$ cat config.mk
export PLATFORM = sky130hd
export DESIGN_NAME = dmi_initiator
export DESIGN_NICKNAME = d
export VERILOG_FILES = /design/src/rtl/dm_pkg.sv /design/src/rtl/dmi_initiator.sv
export SDC_FILE = /design/constraint.sdc
export NUM_CORES = 1
export LEC_CHECK = 0
export CAP_MARGIN = 20
export CELL_PAD_IN_SITES_DETAIL_PLACEMENT = 0
export CELL_PAD_IN_SITES_GLOBAL_PLACEMENT = 1
export CORE_ASPECT_RATIO = 0.5
export CORE_MARGIN = 2
export CORE_UTILIZATION = 25
export CTS_BUF_LIST = sky130_fd_sc_hd__clkbuf_8
export CTS_CLUSTER_SIZE = 24
export DETAILED_ROUTE_END_ITERATION = 16
export DONT_BUFFER_PORTS = 1
export HOLD_SLACK_MARGIN = 0.06
export PLACE_DENSITY_LB_ADDON = 0.3
export SETUP_SLACK_MARGIN = 0.3
export SKIP_CTS_REPAIR_TIMING = 1
export SLEW_MARGIN = 10
export SYNTH_ARGS = -nofsm -noshare
export SYNTH_HDL_FRONTEND = slang
export SYNTH_SLANG_ARGS = --single-unit
$ cat constraint.sdc
create_clock -name clk_i -period 10.7 [get_ports clk_i]
set_input_delay 2.14 -clock clk_i [delete_from_list [all_inputs] [get_ports clk_i]]
set_output_delay 2.14 -clock clk_i [all_outputs]
set_load 0.1 [all_outputs]
$ cat src/rtl/dm_pkg.sv
// Shared debug-module types: DMI request/response payloads, DTM opcodes and DTM status codes.
package dm;

  typedef enum logic [1:0] {
    DTM_NOP   = 2'd0,
    DTM_READ  = 2'd1,
    DTM_WRITE = 2'd2
  } dtm_op_e;

  // Status returned to the host; value 1 is unused by the DTM.
  typedef enum logic [1:0] {
    DTM_SUCCESS = 2'd0,
    DTM_ERR     = 2'd2,
    DTM_BUSY    = 2'd3
  } dtm_op_status_e;

  typedef struct packed {
    logic [6:0]  addr;
    dtm_op_e     op;
    logic [31:0] data;
  } dmi_req_t;

  typedef struct packed {
    logic [31:0] data;
    logic [1:0]  resp;
  } dmi_resp_t;

endpackage

$ cat src/rtl/dmi_initiator.sv
// DTM-side DMI requester: one host command becomes one DMI transaction, with sticky-error,
// busy-on-timeout, dmireset and dmihardreset handling. All outputs come from registers.
module dmi_initiator
  import dm::*;
#(
  parameter int TimeoutCycles = 1024
) (
  input  logic        clk_i,
  input  logic        rst_i,
  input  logic        host_req_valid_i,
  output logic        host_req_ready_o,
  input  logic [1:0]  host_op_i,
  input  logic [6:0]  host_addr_i,
  input  logic [31:0] host_wdata_i,
  output logic        host_rsp_valid_o,
  input  logic        host_rsp_ready_i,
  output logic [31:0] host_rsp_data_o,
  output logic [1:0]  host_rsp_status_o,
  input  logic        host_dmireset_i,
  input  logic        host_dmihardreset_i,
  output logic [1:0]  sticky_o,
  output logic        dmi_rst_no,
  output logic        dmi_req_valid_o,
  input  logic        dmi_req_ready_i,
  output dmi_req_t    dmi_req_o,
  input  logic        dmi_resp_valid_i,
  output logic        dmi_resp_ready_o,
  input  dmi_resp_t   dmi_resp_i
);

  localparam int CntWidth = $clog2(TimeoutCycles + 1);
  localparam logic [CntWidth-1:0] CntLast = CntWidth'(TimeoutCycles - 1);

  typedef enum logic [2:0] {
    IDLE,
    REQ,
    WAIT_RSP,
    HOST_RSP,
    DRAIN
  } state_e;

  state_e              state_q, state_d;
  logic [1:0]          sticky_q, sticky_d;
  logic                drain_q, drain_d;
  logic [CntWidth-1:0] cnt_q, cnt_d;
  dmi_req_t            req_q, req_d;
  logic [31:0]         rsp_data_q, rsp_data_d;
  logic [1:0]          rsp_status_q, rsp_status_d;
  logic [31:0]         last_rdata_q, last_rdata_d;
  logic                dmi_rst_nq, dmi_rst_nd;

  logic       sticky_set;
  logic [1:0] sticky_val;
  logic       host_req_fire;

  assign host_req_ready_o  = (state_q == IDLE) && dmi_rst_nq;
  assign host_rsp_valid_o  = (state_q == HOST_RSP);
  assign dmi_req_valid_o   = (state_q == REQ);
  assign dmi_resp_ready_o  = (state_q == WAIT_RSP) || (state_q == DRAIN);
  assign host_rsp_data_o   = rsp_data_q;
  assign host_rsp_status_o = rsp_status_q;
  assign sticky_o          = sticky_q;
  assign dmi_rst_no        = dmi_rst_nq;
  assign dmi_req_o         = req_q;

  assign host_req_fire = host_req_valid_i && host_req_ready_o;

  always_comb begin
    state_d      = state_q;
    drain_d      = drain_q;
    cnt_d        = cnt_q;
    req_d        = req_q;
    rsp_data_d   = rsp_data_q;
    rsp_status_d = rsp_status_q;
    last_rdata_d = last_rdata_q;
    sticky_set   = 1'b0;
    sticky_val   = 2'd0;
    dmi_rst_nd   = 1'b1;

    unique case (state_q)
      IDLE: begin
        if (host_req_fire) begin
          if (sticky_q != 2'd0) begin
            rsp_status_d = sticky_q;
            rsp_data_d   = 32'h0;
            state_d      = HOST_RSP;
          end else begin
            unique case (host_op_i)
              2'd0: begin
                rsp_status_d = DTM_SUCCESS;
                rsp_data_d   = last_rdata_q;
                state_d      = HOST_RSP;
              end
              2'd1, 2'd2: begin
                req_d   = '{addr: host_addr_i, op: dtm_op_e'(host_op_i), data: host_wdata_i};
                state_d = REQ;
              end
              default: begin
                rsp_status_d = DTM_ERR;
                rsp_data_d   = 32'h0;
                sticky_set   = 1'b1;
                sticky_val   = DTM_ERR;
                state_d      = HOST_RSP;
              end
            endcase
          end
        end
      end
      REQ: begin
        if (dmi_req_ready_i) begin
          cnt_d   = '0;
          state_d = WAIT_RSP;
        end
      end
      WAIT_RSP: begin
        cnt_d = cnt_q + CntWidth'(1);
        // A response in the timeout cycle takes precedence over the timeout.
        if (dmi_resp_valid_i) begin
          rsp_data_d   = dmi_resp_i.data;
          rsp_status_d = dmi_resp_i.resp;
          last_rdata_d = dmi_resp_i.data;
          sticky_set   = (dmi_resp_i.resp != 2'd0);
          sticky_val   = dmi_resp_i.resp;
          state_d      = HOST_RSP;
        end else if (cnt_q == CntLast) begin
          rsp_data_d   = 32'h0;
          rsp_status_d = DTM_BUSY;
          sticky_set   = 1'b1;
          sticky_val   = DTM_BUSY;
          drain_d      = 1'b1;
          state_d      = HOST_RSP;
        end
      end
      HOST_RSP: begin
        if (host_rsp_ready_i) begin
          state_d = drain_q ? DRAIN : IDLE;
          drain_d = 1'b0;
        end
      end
      DRAIN: begin
        if (dmi_resp_valid_i) begin
          state_d = IDLE;
        end
      end
      default: state_d = IDLE;
    endcase

    sticky_d = sticky_q;
    if (host_dmireset_i) begin
      sticky_d = 2'd0;
    end
    if (sticky_set && (sticky_q == 2'd0)) begin
      sticky_d = sticky_val;
    end

    if (host_dmihardreset_i) begin
      state_d      = IDLE;
      sticky_d     = 2'd0;
      drain_d      = 1'b0;
      cnt_d        = '0;
      rsp_data_d   = 32'h0;
      rsp_status_d = 2'd0;
      dmi_rst_nd   = 1'b0;
    end
  end

  always_ff @(posedge clk_i or posedge rst_i) begin
    if (rst_i) begin
      state_q      <= IDLE;
      sticky_q     <= 2'd0;
      drain_q      <= 1'b0;
      cnt_q        <= '0;
      req_q        <= '0;
      rsp_data_q   <= 32'h0;
      rsp_status_q <= 2'd0;
      last_rdata_q <= 32'h0;
      dmi_rst_nq   <= 1'b0;
    end else begin
      state_q      <= state_d;
      sticky_q     <= sticky_d;
      drain_q      <= drain_d;
      cnt_q        <= cnt_d;
      req_q        <= req_d;
      rsp_data_q   <= rsp_data_d;
      rsp_status_q <= rsp_status_d;
      last_rdata_q <= last_rdata_d;
      dmi_rst_nq   <= dmi_rst_nd;
    end
  end

endmodule

Yosys cells after proc, flatten, opt, wreduce, memory -nomap -nowiden
Index checks and enable logic that the tools add are counted.

Eq/ne operators: 15. Reduce and logical (&&, ||, !) cells: 21. Bitwise logic cells: 1. $add $sub $neg: 1. Multiplexer cells: 49.

Operator list (count): 32-bit two-way mux (5); 32-bit case mux with 2 select lines (2); 2-bit two-way mux (15); 3-bit two-way mux (8); 11-bit two-way mux (2); 11-bit case mux with 2 select lines (1); 3-bit case mux with 5 select lines (1); 2-bit case mux with 2 select lines (3); 4-bit AND reduction (3); 3-bit nonzero test (4); 11-bit by 1-bit adder with 11-bit output (second input constant) (1); 11-bit by 10-bit equality test with 1-bit output (second input constant) (1); 1-bit two-way mux (10); 3-bit != test (second input constant) (3); 3-bit by 2-bit equality test with 1-bit output (second input constant) (2); 3-bit by 2-bit != test with 1-bit output (second input constant) (2); 5-bit AND reduction (1); 2-bit logical NOT (2); 4-bit by 3-bit != test with 1-bit output (second input constant) (1); 4-bit != test (second input constant) (1); 1-bit case mux with 2 select lines (2); 2-bit AND reduction (2); 2-bit nonzero test (2); 3-bit by 1-bit equality test with 1-bit output (second input constant) (1); 10 further kinds (12).

Logic and storage cells: 98. Flip-flop bits (word level): 125. Bits of input ports: 83. Output and inout port bits: 82.

Logic depth before layout (Yosys ltp)
Word-level depth: 9. Gate-level depth with buffers: 7. Gate-level depth less buffers: 6.

Least setup slack after synthesis
No wires, ideal clock.

Kind: reg2out. Start point: reg state_q[0]. End point: out dmi_req_valid_o. Arrival time: 2951 ps. Slack: 5609 ps. Path buffers: 1. Stages on the path, launching flop included: 3. Data required time: 8560 ps. Path through: dfrtp_1 buf_2 nor3b_1.

Longest elaborated chain between the ends: 1.

RTL lines: start: declaration (RTL line dmi_initiator.sv:42) `state_e state_q, state_d;`; start signal: assignment (RTL line dmi_initiator.sv:179) `state_q <= state_d;`; 3-bit by 1-bit equality test with 1-bit output (RTL line dmi_initiator.sv:58) `assign dmi_req_valid_o = (state_q == REQ);`; end: declaration (RTL line dmi_initiator.sv:23) `output logic dmi_req_valid_o,`.

No other way between the ends.

Final worst setup path
Start point: reg state_q[2]. End point: out dmi_resp_ready_o.

Longest elaborated chain between the ends: 2. Elaborated cells between the ends (all ways): 3. Those cells by class: eq/ne: 2; reduce/logical: 1.

RTL lines: 3-bit by 2-bit equality test with 1-bit output / 3-bit equality test (equally long branches) (RTL line dmi_initiator.sv:59) `assign dmi_resp_ready_o = (state_q == WAIT_RSP) || (state_q == DRAIN);`; 1-bit logical OR (*) (RTL line dmi_initiator.sv:59); end: declaration (RTL line dmi_initiator.sv:27) `output logic dmi_resp_ready_o,`.

Every way passes the cells marked *; elsewhere a longest branch is shown, timed or not.

==> out/results.ini <==
[yosys]
synth_area_leaders=dfrtp_1, mux2_2, nand2_1
synth_ff_type=dfrtp_1
synth.cell_area_um2=5680
synth_common_cells=dfrtp_1, nand2_1, mux2_2
async_flop_share_pct=100
yosysSeqAreaShare_pct=55.1
postSynthCellCount=514
synth_edf_count=0
syn_avg_cell_area_um2=11.0
ys_ff_latch=125
synth_nets=600
yosys_warnings=0
synth_top_area_share_pct=55.1
synth_most_common_cell=dfrtp_1
synth_top_cell_by_area=dfrtp_1
synth_cell_types=50

[route]
drtIter0Drc=191
drc=0
vias_per_cell=4.62
vias=3821
drtAntennaViolNets=0
dr.pass1.iters=4
wl_per_cell_um=16.8
finalWirelength_um=13900

[die]
die_area_um2=24000
start_util_pct=25.8
io_pins=165
rows=38
die_y_um=111
fp.dieW_um=217
core_um2=22000

[cells_and_area]
multiInputGateArea_um2=2380
regArea_um2=3130
num_antenna_cells=0
final_cells=827
fin_nets=600
nFillCells=2341
drive_above_1_share_pct=25.0
syn2layout_area_growth_pct=14.2
fin_area_um2=6480
final_util_pct=29.5

[worst_setup_path]
reg2reg_slack_ns=7.85
cp_data_required_time_ns=8.56
reg2reg_depth=5
critical_path.cell_chain=xnor2_1 > nor2_2
critPathKind=flip-flop to output port
crit_path_top_delay_cell=nor2_2
cp_slowest_stage_delay_ns=0.84
end_kind=output port
cp_num_buf_inv=0
crit_fanout=14
cp-endpoint=dmi_resp_ready_o
regToRegStartpoint=sticky_o[1]
path_depth=2
cpLargestDelayFamily=simple AND/OR/NAND/NOR gates
crit_arrival_ns=2.19
r2r_end=host_rsp_data_o[3]
critPathLaunch=state_q[2]
crit_path_start_kind=flip-flop

[power_and_ir_drop]
seq_power_share_pct=64.8
p_sw_mw=1.03
total_power_mw=2.00
internal-power_mw=0.976
swShare_pct=51.3
ir_worst_vdd_mv=0.185
power.share.clock_pct=22.5
p_leak_nw=2.91
powerDensity_nw_per_um2=309
comb_power_share_pct=12.7

[global_routing]
grt_pass1_wl_um=22800
overflow=0
grt_pass1_vias=4046
grt_max_degree=77
grt_usage_pct=12.3
antenna_found_initial=0

[clock_network]
cts_tree=yes
cts-root-buf=clkbuf_8
clock_latency_ns=0.45
clockBufferDepth=2
cts.sinks=125
htree_levels=4
cts_buffers=17
clk_pin_slew_ns=0.07

[outcome]
status=complete, no violations

[sta]
min_period_ns=4.33
holdWs_ns=0.478
finalWorstSetupSlack_ns=6.37
rsz0062_at_grt=false
drv_slew=0
skew_ns=0.00900
fin_crit_sh_pct=40.5
setup_tns_ns=0
worst_pin_slew_ns=1.08
hold_violations=0
fmax_mhz=231
setup_violations=0
slew_headroom_pct=27.8

[placed_design]
gp_congestion=0.734
io_buffers=0
placement.cell_area_um2=5990
pre_cts_ws_ns=5.89
dp_hpwl_um=9100
dpl.cell_count=791

[flow_run]
cap_violations=0

[min_path]
hold_path.class=flip-flop to flip-flop

==> cells by family (layout without fill, tap and decap cells) <==
kind of cell | after synthesis | after routing | share of synthesized area [%]
compound gates | 74 | 74 | 8.33
xor+xnor | 2 | 2 | 0.309
fa+ha+maj | 3 | 3 | 0.661
buf+inv | 39 | 52 | 3.66
flops | 125 | 125 | 55.1
mux | 74 | 74 | 15.5
simple gates | 197 | 197 | 16.4
==> area by class of cell <==
class,count,share of cell area [%]
Clock buffer,21,4.46
Clock inverter,11,2.18
Timing Repair Buffer,11,2.10
Sequential cell,125,48.2
Tap cell,300,5.79
Inverter,9,0.598
Multi-Input combinational cell,350,36.6
==> metal layers <==
layer	vias to the layer above	track usage, %	part of all wire, %
li1	1782	-	-
met1	1931	15.0	45
met2	92	19.7	49
met3	16	4.27	5.1
met4	0	5.25	1.8
met5	-	0	0
==> tightest hold or removal path: cells and delay by family (launching register included) <==
kind             cells  cell delay (ns)
and+or+nand+nor      2             0.11
DFF                  1             0.34
==> power by group through the flow <==
stage / combinational, mW / clock, mW / sequential [mW]
2_1_floorplan: 0.223 / 0 / 1.27
3_3_place_gp: 0.248 / 0 / 1.31
3_5_place_dp: 0.255 / 0 / 1.31
4_1_cts: 0.255 / 0.469 / 1.30
5_1_grt: 0.286 / 0.496 / 1.32
6_report: 0.254 / 0.451 / 1.30
==> worst min-delay path by stage <==
stage	startpoint	endpoint	slack, ns	cells past startpoint
after floorplan	last_rdata_q[0]	last_rdata_q[0]	0.45	2
after global placement	last_rdata_q[23]	last_rdata_q[23]	0.46	2
after detailed placement	last_rdata_q[17]	last_rdata_q[17]	0.46	2
after CTS	last_rdata_q[17]	last_rdata_q[17]	0.48	2
after global routing	last_rdata_q[18]	last_rdata_q[18]	0.50	2
final	last_rdata_q[17]	last_rdata_q[17]	0.48	2
==> cell usage in the layout (no fill, tap or decap), types with 3 or more instances in the layout <==
cell type   count
clkbuf_8       21
o31ai_1         4
o22ai_1         3
nor3b_1         3
mux2_4         13
nor2_1         10
nor3b_2         3
ha_1            3
clkinvlp_4      4
a21oi_1        43
buf_4           6
dfrtp_1       125
inv_1           9
nor2b_1         3
nor3_1          3
bufinv_16       3
nand2_1       112
a21o_1          3
mux2_2         59
nand3_1        39
or4_1           4
o21ai_0         8
==> sequential cells by signal, indices dropped and copies added (netlist names) <==
name and count:
dmi_req_o 41, host_rsp_status_o 2, cnt_q 11, host_rsp_data_o 32, sticky_o 2, state_q 3, last_rdata_q 32, drain_q 1
dmi_rst_no 1
Power figures use the tool's default switching activity.
